--- src/rtl/decoder_rr_arbiter_pkg.sv ---
// Shared types and sizes for the round-robin grant arbiter.
// Latency: n/a (declarations only).
// Backpressure: n/a.
//
// Contents: requester count, index width, and the arbiter FSM state encoding.
package decoder_pkg;

  localparam int N_REQ = 8;
  localparam int IDX_W = 3;

  typedef enum logic [1:0] {
    IDLE  = 2'd0,
    GRANT = 2'd1,
    GAP   = 2'd2
  } state_t;

endpackage

--- src/rtl/decoder_rr_arbiter_if.sv ---
// Request/grant bundle between the requesters and the arbiter.
// Latency: n/a (wires only).
// Backpressure: req is level-held by a requester until it is served.
//
// Signals: req[N_REQ], done (requester side); grant[N_REQ] one-hot,
// grant_idx, grant_valid, timeout (arbiter side).
interface decoder_rr_arbiter_if;
  import decoder_pkg::*;

  logic [N_REQ-1:0] req;
  logic             done;
  logic [N_REQ-1:0] grant;
  logic [IDX_W-1:0] grant_idx;
  logic             grant_valid;
  logic             timeout;

  // master: requester pool; slave: the arbiter
  modport master (
    output req, done,
    input  grant, grant_idx, grant_valid, timeout
  );

  modport slave (
    input  req, done,
    output grant, grant_idx, grant_valid, timeout
  );

endinterface

--- src/rtl/decoder_rr_arbiter_decoder3x8.sv ---
// 3-to-8 one-hot decoder with enable.
// Latency: combinational.
// Backpressure: none.
//
// Ports: x (3-bit index), en (enable), y (8-bit one-hot, zero when en=0).
module decoder3x8 (
  input  logic [2:0] x,
  input  logic       en,
  output logic [7:0] y
);

  always_comb begin
    y = 8'h00;
    if (en) y[x] = 1'b1;
  end

endmodule

--- src/rtl/decoder_rr_arbiter.sv ---
// 8-way round-robin arbiter driving a 3x8 decoder to form a one-hot grant.
// Latency: req in cycle t -> grant in cycle t+1; one zero-grant cycle between grants.
// Backpressure: grant held until done, request withdrawal, or HOLD_MAX timeout.
//
// Ports: clk, rst (sync, active-high), bus (slave modport: req, done in;
// grant, grant_idx, grant_valid, timeout out).
// Parameters: HOLD_MAX (0 = no timeout), CNT_W with 2**CNT_W > HOLD_MAX.
module decoder_rr_arbiter
  import decoder_pkg::*;
#(
  parameter int HOLD_MAX = 15,
  parameter int CNT_W    = 4
) (
  input  logic                clk,
  input  logic                rst,
  decoder_rr_arbiter_if.slave bus
);

  // Terminal count for the hold counter; unused when HOLD_MAX is 0.
  localparam logic [CNT_W-1:0] LIMIT = CNT_W'((HOLD_MAX == 0) ? 0 : HOLD_MAX - 1);
  localparam bit               LIMIT_EN = (HOLD_MAX != 0);

  state_t           state_q, state_d;
  logic [IDX_W-1:0] ptr_q, ptr_d;
  logic [CNT_W-1:0] hold_cnt_q, hold_cnt_d;
  logic [IDX_W-1:0] grant_idx_q, grant_idx_d;
  logic             grant_valid_q, grant_valid_d;
  logic             timeout_q, timeout_d;

  logic             pick_vld;
  logic [IDX_W-1:0] pick_idx;
  logic [IDX_W-1:0] cand;
  logic             own_req;
  logic             limit_hit;
  logic             release_now;

  // Round-robin search starting at ptr. Scanning offsets from high to low
  // lets the smallest offset (highest priority) overwrite the result last.
  always_comb begin
    pick_vld = 1'b0;
    pick_idx = '0;
    cand     = '0;
    for (int k = N_REQ - 1; k >= 0; k--) begin
      cand = ptr_q + IDX_W'(k);
      if (bus.req[cand]) begin
        pick_vld = 1'b1;
        pick_idx = cand;
      end
    end
  end

  assign own_req     = bus.req[grant_idx_q];
  assign limit_hit   = LIMIT_EN && (hold_cnt_q == LIMIT);
  assign release_now = bus.done || !own_req || limit_hit;

  always_ff @(posedge clk) begin
    if (rst) begin
      state_q       <= IDLE;
      ptr_q         <= '0;
      hold_cnt_q    <= '0;
      grant_idx_q   <= '0;
      grant_valid_q <= 1'b0;
      timeout_q     <= 1'b0;
    end else begin
      state_q       <= state_d;
      ptr_q         <= ptr_d;
      hold_cnt_q    <= hold_cnt_d;
      grant_idx_q   <= grant_idx_d;
      grant_valid_q <= grant_valid_d;
      timeout_q     <= timeout_d;
    end
  end

  always_comb begin
    state_d       = state_q;
    ptr_d         = ptr_q;
    hold_cnt_d    = hold_cnt_q;
    grant_idx_d   = grant_idx_q;
    grant_valid_d = grant_valid_q;
    timeout_d     = 1'b0;

    unique case (state_q)
      IDLE, GAP: begin
        grant_valid_d = 1'b0;
        if (pick_vld) begin
          state_d       = GRANT;
          grant_idx_d   = pick_idx;
          grant_valid_d = 1'b1;
          hold_cnt_d    = '0;
        end else begin
          state_d = IDLE;
        end
      end

      GRANT: begin
        if (release_now) begin
          state_d       = GAP;
          grant_valid_d = 1'b0;
          ptr_d         = grant_idx_q + IDX_W'(1);
          // Only a pure hold-limit release is flagged; done or a dropped
          // request at the same time is a normal release.
          timeout_d     = !bus.done && own_req;
        end else if (hold_cnt_q != {CNT_W{1'b1}}) begin
          hold_cnt_d = hold_cnt_q + CNT_W'(1);
        end
      end

      default: begin
        state_d       = IDLE;
        grant_valid_d = 1'b0;
      end
    endcase
  end

  assign bus.grant_idx   = grant_idx_q;
  assign bus.grant_valid = grant_valid_q;
  assign bus.timeout     = timeout_q;

  decoder3x8 u_dec (
    .x  (grant_idx_q),
    .en (grant_valid_q),
    .y  (bus.grant)
  );

endmodule

--- src/flat_wrapper.sv ---
// flat-port wrapper written by rule: the top's interface ports become plain ports
module decoder_rr_arbiter_flat import decoder_pkg::*;
#(
  parameter int HOLD_MAX = 15,
  parameter int CNT_W    = 4
)
  (clk, rst, bus_req, bus_done, bus_grant, bus_grant_idx, bus_grant_valid, bus_timeout);
  decoder_rr_arbiter_if bus_i ();
  input  logic clk;
  input  logic rst;
  input wire logic [$bits(bus_i.req)-1:0] bus_req;
  input wire logic [$bits(bus_i.done)-1:0] bus_done;
  output wire logic [$bits(bus_i.grant)-1:0] bus_grant;
  output wire logic [$bits(bus_i.grant_idx)-1:0] bus_grant_idx;
  output wire logic [$bits(bus_i.grant_valid)-1:0] bus_grant_valid;
  output wire logic [$bits(bus_i.timeout)-1:0] bus_timeout;
  assign bus_i.req = bus_req;
  assign bus_i.done = bus_done;
  assign bus_grant = bus_i.grant;
  assign bus_grant_idx = bus_i.grant_idx;
  assign bus_grant_valid = bus_i.grant_valid;
  assign bus_timeout = bus_i.timeout;
  decoder_rr_arbiter #(.HOLD_MAX(HOLD_MAX), .CNT_W(CNT_W)) u_core (.clk(clk), .rst(rst), .bus(bus_i));
endmodule
--- config.mk ---
export PLATFORM = sky130hd
export DESIGN_NAME = decoder_rr_arbiter_flat
export DESIGN_NICKNAME = d
export VERILOG_FILES = /design/src/rtl/decoder_rr_arbiter_pkg.sv /design/src/rtl/decoder_rr_arbiter_if.sv /design/src/rtl/decoder_rr_arbiter_decoder3x8.sv /design/src/rtl/decoder_rr_arbiter.sv /design/src/flat_wrapper.sv
export SDC_FILE = /design/constraint.sdc
export NUM_CORES = 1
export LEC_CHECK = 0
export BUFFER_PORTS_ARGS = -buffer_cell sky130_fd_sc_hd__buf_2
export CAP_MARGIN = 20
export CELL_PAD_IN_SITES_DETAIL_PLACEMENT = 1
export CELL_PAD_IN_SITES_GLOBAL_PLACEMENT = 1
export CORE_MARGIN = 2
export CORE_UTILIZATION = 43
export CTS_CLUSTER_DIAMETER = 40
export DETAILED_ROUTE_END_ITERATION = 10
export PLACE_DENSITY_LB_ADDON = 0.1
export SYNTH_ARGS = -nofsm -noshare
export SYNTH_HDL_FRONTEND = slang
export SYNTH_SLANG_ARGS = --single-unit
--- constraint.sdc ---
create_clock -name clk -period 3.3 [get_ports clk]
set_input_delay 0.66 -clock clk [delete_from_list [all_inputs] [get_ports clk]]
set_output_delay 0.66 -clock clk [all_outputs]
set_load 0.1 [all_outputs]
Yosys cells after proc, flatten, opt, wreduce, memory -nomap -nowiden. Cells that the tools add are included.

Multiplexer cells: 47. Bitwise operators: 2. Reductions and logical operators: 13. Equality and inequality tests: 8. $lt $le $gt $ge: 10. Add/subtract/negate cells: 9.

Operator list (count): $lt 3x4->1 const B (9); $bmux 1 s3 (9); $mux 3 (8); $mux 1 (21); $add 3x3->3 const B (4); $mux 4 (3); $mux 8 (1); $pmux 4 s2 (1); $add 3x1->3 const B (2); $add 3x2->3 const B (2); $ne 2x1->1 const B (3); $add 4x1->4 const B (1); $eq 4x4->1 const B (1); $ne 4x4->1 const B (1); $pmux 2 s2 (1); $reduce_and 2->1 (2); $reduce_and 4->1 (1); $demux 1 s3 (1); $ge 3x1->1 const B (1); $reduce_or 3->1 (1); $eq 2x1->1 const B (1); $eq 2x2->1 const B (1); $logic_and 1x1->1 (2); $logic_not 1->1 (2); other kinds (8) (10).

Bits of input ports: 11. Register bits: 14. Output and inout bits: 13. Word-level logic and storage cells: 95.

Logic depth before layout (Yosys ltp). Gate-level depths: netlist of run 1.

Depth after elaboration: 13. Depth in mapped cells: 11. Mapped depth without buffers: 8.

Modules after synthesis. A second synthesis of run 1 with hierarchy kept.

Cell total of the unflattened synthesis: 189. Area total of the unflattened synthesis: 1687.9 um2.

By module, submodules not included: decoder_rr_arbiter (cells each 181, times used 1, area each 1591.5 um2, seq. area each 260.2 um2); decoder3x8 (cells each 8, times used 1, area each 96.3 um2, seq. area each 0.0 um2).

Worst setup path after synthesis of run 1. Ideal clock, no wire load.

Path kind: reg-to-output. From: register u_core.grant_idx_q[0], in the netlist u_core.bus.grant_idx[0]. To: output bus_grant[1]. Arrival: 3.348 ns. Setup slack: -0.708 ns. Buffers on the path: 0. Cell stages (with the launch flop): 3. Required time: 2.640 ns. Cell sequence: dfxtp_1 -> nand2_1 -> nor3_1.

Cells in the longest elaborated chain, start to end: 5. Elaborated cells between the ends (all ways): 6. Classes of those cells: order compare (2); mux (3); reduce/logical (1).

RTL lines: start, declared (line decoder_rr_arbiter.sv:26) `logic [IDX_W-1:0] grant_idx_q, grant_idx_d;`; start signal, assigned (line decoder_rr_arbiter.sv:68) `grant_idx_q <= grant_idx_d;`; $lt 3x4->1 (not written as such) or $ge 3x1->1 (tied branches) (line decoder_rr_arbiter_decoder3x8.sv:14) `if (en) y[x] = 1'b1;`; $logic_and 1x1->1 (not written as such) (line decoder_rr_arbiter_decoder3x8.sv:14); $mux 1 (not written as such) (line decoder_rr_arbiter_decoder3x8.sv:14); $demux 1 s3 (*) (line decoder_rr_arbiter_decoder3x8.sv:14); $mux 8 (*) (line decoder_rr_arbiter_decoder3x8.sv:14); end, declared (line flat_wrapper.sv:13) `output wire logic [$bits(bus_i.grant)-1:0] bus_grant;`.

Every way passes the cells marked *; elsewhere a longest branch is shown, timed or not.

Worst setup path in the final report of run 1.
From: register u_core.ptr_q[0]. To: register u_core.grant_idx_q[0], in the netlist u_core.bus.grant_idx[0].

Cells in the longest elaborated chain, start to end: 12. Elaborated cells between the ends (all ways): 40. Classes of those cells: add/sub (7); mux (32); reduce/logical (1).

RTL lines: start, declared (line decoder_rr_arbiter.sv:24) `logic [IDX_W-1:0] ptr_q, ptr_d;`; start signal, assigned (line decoder_rr_arbiter.sv:66) `ptr_q <= ptr_d;`; $add 3x3->3 (line decoder_rr_arbiter.sv:44) `cand = ptr_q + IDX_W'(k);`; $bmux 1 s3 (line decoder_rr_arbiter.sv:45) `if (bus.req[cand]) begin`; $mux 1 (not written as such) (line decoder_rr_arbiter.sv:45); $mux 1 (8 in a row) (line decoder_rr_arbiter.sv:45); $reduce_and 2->1 (no line).

Several ways; a longest one is shown, not always the timed one. The select of a mux whose other input is x is not followed. A chain may end at the register's enable or synchronous reset.

==> impl_results.md, run 1 <==
- Run status: finished clean
- I/O pin count: 24
- Highest ir drop seen on vdd: 0.165 mV
- Leak pwr: 0.691 nW
- Overall power of the completed layout: slightly below 0.9 mW
- Path category of the worst min-delay check: reg -> reg
- Count of pins over their slew limit: 0
- Ordered list of cells on the worst path: buf_4 -> ha_1 -> xnor2_1 -> mux4_2 -> mux2i_1 -> o221a_1 -> or4_1 -> a311oi_1
- Total count of hold-check failures in the final report: 0
- Cell accounting for the most synthesized area: mux4_2
- Die extent in y: 63.9 µm
- Critical-path top delay cell: or4_1
- Resized cells post-CTS: 0
- Yosys Warn Count: 0
- Total standard cell area after synthesis: roughly 1500 µm²
- Global Route met2 Usage: between 30% and 40%
- RSZ-0062 raised after global routing: false
- Number of cells traversed by the worst register-to-register path: 8
- Total nets after synthesis: 192
- Root Buffer: clkbuf_4
- Postcts setup bufs: 0
- Share of layout cells above drive strength 1: 28.2%
- Area growth from synthesis to layout: 11.3%
- #FFs+latches synth: 14
- PwrDens: between 500 and 600 nW/µm²
- Max Fclk: about 350 MHz
- CTS H-Tree Depth: 1
- Buffer depth of the longest clock path: 2
- CTS tree: built
- Share of the cycle needed by the critical path after routing: between 80% and 90%
- Arrival time reported for the critical path endpoint: a little over 3 ns
- First-pass DRT Iterations: 4
- Max-cap violation count: 0
- Pin count of the biggest net entering global routing: 18
- Critical path launch point type: flop
- Starting Density: a little under half
- Overall via count from detail_route: 1,539
- Synth top area share: 20.5%
- ANT nets after route: 0
- Via count of the first global-routing pass: roughly 1,600
- Top post-synthesis cells by count: 24 x nor2_1, 14 x dfxtp_1, 14 x mux4_2, 14 x nand2_1, 7 x a211oi_1
- Average cell area after synthesis: just under 9 µm²
- Slew HR: between 50% and 60%
- Die span in x: roughly 64 µm
- Number of filler instances in the final layout: between 400 and 500
- Port Buf Inserts: 23
- Skew-Pair Late Insertion Delay: between 0.2 and 0.3 ns
- Final routed wirelength across all metal layers: 4.47 mm
- Total grt overflow: 0
- Post-DP HPWL: ~3.5 mm
- Gp weighted congestion: 0.877
- Nets: about 210
- Setup crit end: u_core.bus.grant_idx[0]
- Met3 Usage GRT: under 10%
- Reg2reg setup slack: about 0.45 ns
- Post-Place Cell Area: ~1700 µm²
- Cell types occupying the most area after synthesis: mux4_2 20%, dfxtp_1 18%, nor2_1 5.8%
- Global-route wire length before repair: approximately 7.5 mm
- Total non-filler cell area in the finished layout: 1720 µm²
- GRT Total Usage: a little under a quarter
- Hold_buf cts: 0
- Synth Instances: 176
- CP max FO: 15
- EDFF count, synth: 0
- Antenna Diode Count: 0
- Antenna violations before repair: 0
- Setup Skew: roughly 0.00086 ns
- Launching element of the worst setup path: u_core.ptr_q[0]
- Most utilized layer in the global route result: met2
- Share of flip-flops with an asynchronous set or reset after synthesis: 0%
- Std-Cell Rows: 21
- Critical register-to-register path startpoint: u_core.ptr_q[0]
- Sum of buffers and inverters on the critical path: 1
- Actual transition at the worst max-transition pin: about 0.66 ns
- WP data required: ~3.5 ns
- Commonest register cell after synthesis: dfxtp_1
- Number of stages on the worst setup path: 8
- Number of DRC markers after the initial detailed-route iteration: between 40 and 50
- Average via count per standard cell: between 6 and 7
- Clock transition at the registers of the reported paths: around 0.08 ns
- DR DRC count: 0
- Clock period minus final worst setup slack: approximately 2.9 ns
- R2R Path End: u_core.bus.grant_idx[0]
- Portion of the post-synthesis area used by sequential elements: between 15 and 20%
- Total setup violations reported at the end of the flow: 0
- Distinct cells, synth: 45
- Core area: ~3400 µm²
- Most frequent cell after synthesis: nor2_1
- Gate family responsible for the most delay along the worst path: compound AO/OA/AOI/OAI gates
- Number of clock sinks seen by CTS: 14
- Die outline area: ~4100 µm²
- Max incr delay on CP: 0.48 ns
- Post-DR wirelength/cell: ~19 µm
- Met1 layer usage reported by global route: 31.7%
- Total CTS buffers: 3
- Start-to-end type of the worst setup path: reg -> reg
- Type of destination of the critical path: flop
[how the worst min path moves through the flow]
stage	startpoint	end	slack [ns]	cells after the start
2_1_floorplan	u_core.hold_cnt_q[1]	u_core.hold_cnt_q[1]	0.46	2
3_3_place_gp	u_core.hold_cnt_q[1]	u_core.hold_cnt_q[1]	0.49	2
3_5_place_dp	u_core.hold_cnt_q[1]	u_core.hold_cnt_q[1]	0.50	2
4_1_cts	u_core.hold_cnt_q[1]	u_core.hold_cnt_q[1]	0.51	2
5_1_grt	u_core.hold_cnt_q[1]	u_core.hold_cnt_q[1]	0.54	2
6_report	u_core.hold_cnt_q[1]	u_core.hold_cnt_q[1]	0.51	2
[layout make-up]
cell class	instances	area, µm²	area share (%)
Inverter	9	33.8	1.97
Clock buffer	3	22.5	1.31
Tap cell	46	57.6	3.36
Sequential cell	14	280	16.3
Multi-Input combinational cell	141	1170	68.1
Timing Repair Buffer	28	153	8.90
[logic make-up (layout without fill, tap and decap cells)]
group / count (synthesis) / in the layout / synth area share (%)
AO/OA/AOI/OAI: 37 / 37 / 16.6
adder cells (fa/ha/maj): 5 / 5 / 4.06
buffers and inverters: 21 / 40 / 6.66
multiplexers: 26 / 26 / 30.4
AND/OR/NAND/NOR: 67 / 67 / 20.7
flip-flops: 14 / 14 / 18.2
XOR/XNOR: 6 / 6 / 3.41
[metal layers]
| layer | part of all wire (%) | wire, µm |
|---|---|---|
| met1 | 47 | 2120 |
| met2 | 47 | 2090 |
| met3 | 3.9 | 172 |
| met4 | 1.9 | 83 |
| met5 | 0 | 0 |
[metrics by stage]
step / cells / hold WS [ns] / util, % / TNS (ns) / worst slack (ns)
floorplan: 176 / 0.461 / - / -0.156 / -0.0505
global placement: 238 / 0.495 / 49.9 / 0 / 0.537
detailed placement: 238 / 0.499 / 49.9 / 0 / 0.503
CTS: 241 / 0.512 / 50.6 / 0 / 0.481
global route: 241 / 0.538 / 50.6 / 0 / 0.304
finish: 241 / 0.511 / 50.6 / 0 / 0.450
[cell usage in the layout (no fill, tap or decap), types with 2 or more instances in the layout]
| master | n |
|---|---|
| nor2_1 | 24 |
| buf_2 | 23 |
| nand2_1 | 14 |
| mux4_2 | 14 |
| dfxtp_1 | 14 |
| a211oi_1 | 7 |
| inv_1 | 6 |
| mux2i_1 | 6 |
| a31oi_1 | 6 |
| a21oi_1 | 6 |
| nand3_1 | 6 |
| nand2b_1 | 5 |
| o21ai_0 | 5 |
| ha_1 | 5 |
| buf_4 | 5 |
| xor2_1 | 4 |
| and3_1 | 3 |
| nor3_1 | 3 |
| mux2_2 | 3 |
| clkbuf_4 | 3 |
| nor3_2 | 2 |
| inv_2 | 2 |
| nor4_1 | 2 |
| xnor2_1 | 2 |
| a311oi_1 | 2 |
| o21ai_1 | 2 |
| or3_1 | 2 |
| a32oi_1 | 2 |
[state kept, by name (all words and copies together) (netlist names)]
register and flops:
u_core.bus.timeout 1, u_core.hold_cnt_q 4, u_core.bus.grant_valid 1, u_core.state_q 2
u_core.ptr_q 3, u_core.bus.grant_idx 3
[worst register-to-register path, cell delays in order (launching register included)]
cell and delay [ns]:
dfxtp_1 0.33, buf_4 0.21, ha_1 0.34, xnor2_1 0.43, mux4_2 0.31, mux2i_1 0.12
o221a_1 0.26, or4_1 0.48, a311oi_1 0.28
[where the power goes]
part	internal (mW)	leakage, nW	switching [mW]	total [mW]
Clock	0.0425	0.0138	0.0589	0.101
Combinational	0.204	0.563	0.362	0.566
Sequential	0.186	0.115	0.0347	0.221
Total	0.433	0.691	0.455	0.888
No activity file was read; power rests on OpenSTA's default activity.
==> inputs of run 2 (changes only) <==
Settings changed: CORE_MARGIN 2 to 1.5.
==> impl_results.md, run 2 (synthesized netlist as in run 1, its figures left out) <==
- Run status: finished clean
- Antenna violations before repair: 0
- Overall via count from detail_route: around 1,500
- Number of DRC markers after the initial detailed-route iteration: 84
- Average via count per standard cell: roughly 6.2
- Root Buffer: clkbuf_4
- Leak pwr: 0.694 nW
- Final core area utilization: a little over 50%
- CTS H-Tree Depth: 1
- DR DRC count: 0
- Postcts setup bufs: 0
- Starting Density: between 40 and 50%
- Resized cells post-CTS: 0
- Total setup violations reported at the end of the flow: 0
- Type of destination of the critical path: flop
- Pin count of the biggest net entering global routing: 18
- Slew HR: around 56%
- Max incr delay on CP: approximately 0.54 ns
- Largest register FFs: 4
- Core area: 3390 µm²
- GRT Total Usage: 23.5%
- Multi-input combinational cell area: about 1200 µm²
- WP data required: roughly 3.5 ns
- Max Fclk: roughly 350 MHz
- Area growth from synthesis to layout: 11.7%
- Via count of the first global-routing pass: between 1,000 and 1,500
- Count of pins over their slew limit: 0
- Number of clock sinks seen by CTS: 14
- Ordered list of cells on the worst path: inv_1 -> ha_1 -> mux4_2 -> nor4_1 -> a31oi_1 -> o21ai_1 -> or3_1 -> a21oi_1
- Clock period minus final worst setup slack: about 2.8 ns
- Clock transition at the registers of the reported paths: roughly 0.090 ns
- Final routed wirelength across all metal layers: roughly 4.4 mm
- Arrival time reported for the critical path endpoint: approximately 3.0 ns
- Actual transition at the worst max-transition pin: between 0.6 and 0.7 ns
- Share of layout cells above drive strength 1: 28.2%
- Placement Setup Slack: approximately 0.48 ns
- Antenna Diode Count: 0
- Number of filler instances in the final layout: about 420
- Total instance count after detailed placement: around 240
- Die extent in y: between 60 and 70 µm
- Register with the highest flop count: u_core.hold_cnt_q
- Die outline area: 3950 µm²
- Reg2reg setup slack: 0.45 ns
- I/O pin count: 24
- Sequential cell area: ~280 µm²
- Sum of buffers and inverters on the critical path: 1
- Gp weighted congestion: between 0.9 and 1
- Most common cell after layout, fill and taps aside: nor2_1
- ANT nets after route: 0
- CTS tree: built
- Post-DP HPWL: 3.46 mm
- Nets: between 200 and 250
- PwrDens: between 500 and 600 nW/µm²
- CP max FO: 10
- Std-Cell Rows: 21
- Final cell count without fillers: 241
- Total grt overflow: 0
- Share of the cycle needed by the critical path after routing: between 80% and 90%
- RSZ-0062 raised after global routing: false
- Skew-Pair Late Insertion Delay: around 0.28 ns
- Hold_buf cts: 0
- Critical-path top delay cell: ha_1
- Highest-count cells in the layout ignoring fill and taps: 24 x nor2_1, 23 x buf_2, 14 x nand2_1, 14 x mux4_2, 14 x dfxtp_1
- Total CTS buffers: 3
- Gate family responsible for the most delay along the worst path: compound AO/OA/AOI/OAI gates
- Path category of the worst min-delay check: reg -> reg
- Worst-case setup margin in the final layout: between 0.4 and 0.5 ns
- Setup Skew: a little under 0.01 ns
- Start-to-end type of the worst setup path: reg -> reg
- Highest ir drop seen on vdd: approximately 0.27 mV
- Max-cap violation count: 0
- First-pass DRT Iterations: 4
- Post-DR wirelength/cell: 18.2 µm
- Critical path launch point type: flop
- Buffer depth of the longest clock path: 2
- Overall power of the completed layout: about 0.90 mW
- Die span in x: approximately 63 µm
- Total count of hold-check failures in the final report: 0
- Global-route wire length before repair: between 7 and 8 mm
- Port Buf Inserts: 23
run 2: cell types whose count changed in the layout (fill, tap and decap cells not counted), sizes merged:
cell    before  now
clkbuf       3    4
buf         28   27
run 2: cell type report:
class / instances / area share [%]
multi-input cells: 141 / 67.9
flip-flops and latches: 14 / 16.3
repair buffers: 27 / 8.43
well taps: 46 / 3.34
clock buffers: 4 / 2.11
inverters: 9 / 1.96
run 2: metal layers:
layer	vias up	global-route usage, %	share of wire (%)
li1	705	-	-
met1	748	34.5	47
met4	0	5.56	1.6
met3	6	3.78	6.3
met2	47	35.9	46
met5	-	0	0
run 2: metrics by stage:
stage / hold WS, ns / setup TNS, ns / cell area, µm²
CTS: 0.526 / 0 / 1720
finish: 0.526 / 0 / 1720
global placement: 0.480 / 0 / 1690
global route: 0.554 / 0 / 1720
floorplan: 0.461 / -0.156 / 1550
detailed placement: 0.507 / 0 / 1690
run 2: worst register-to-register path, cell delays in order, from the launching register on:
cell	delay, ns
dfxtp_1	0.35
inv_1	0.11
ha_1	0.54
mux4_2	0.46
nor4_1	0.43
a31oi_1	0.33
o21ai_1	0.29
or3_1	0.14
a21oi_1	0.07
run 2: power by group:
part | switching, mW | internal [mW] | total [mW]
combinational | 0.358 | 0.202 | 0.560
sequential | 0.0323 | 0.186 | 0.219
clock | 0.0564 | 0.0671 | 0.124
run 2: worst paths after layout:
check | from | end | depth (start not counted)
worst max-delay path | u_core.ptr_q[1] | u_core.hold_cnt_q[1] | 8
worst min-delay path | u_core.hold_cnt_q[1] | u_core.hold_cnt_q[1] | 2
worst max register to register | u_core.ptr_q[1] | u_core.hold_cnt_q[1] | 8
worst min register to register | u_core.hold_cnt_q[1] | u_core.hold_cnt_q[1] | 2
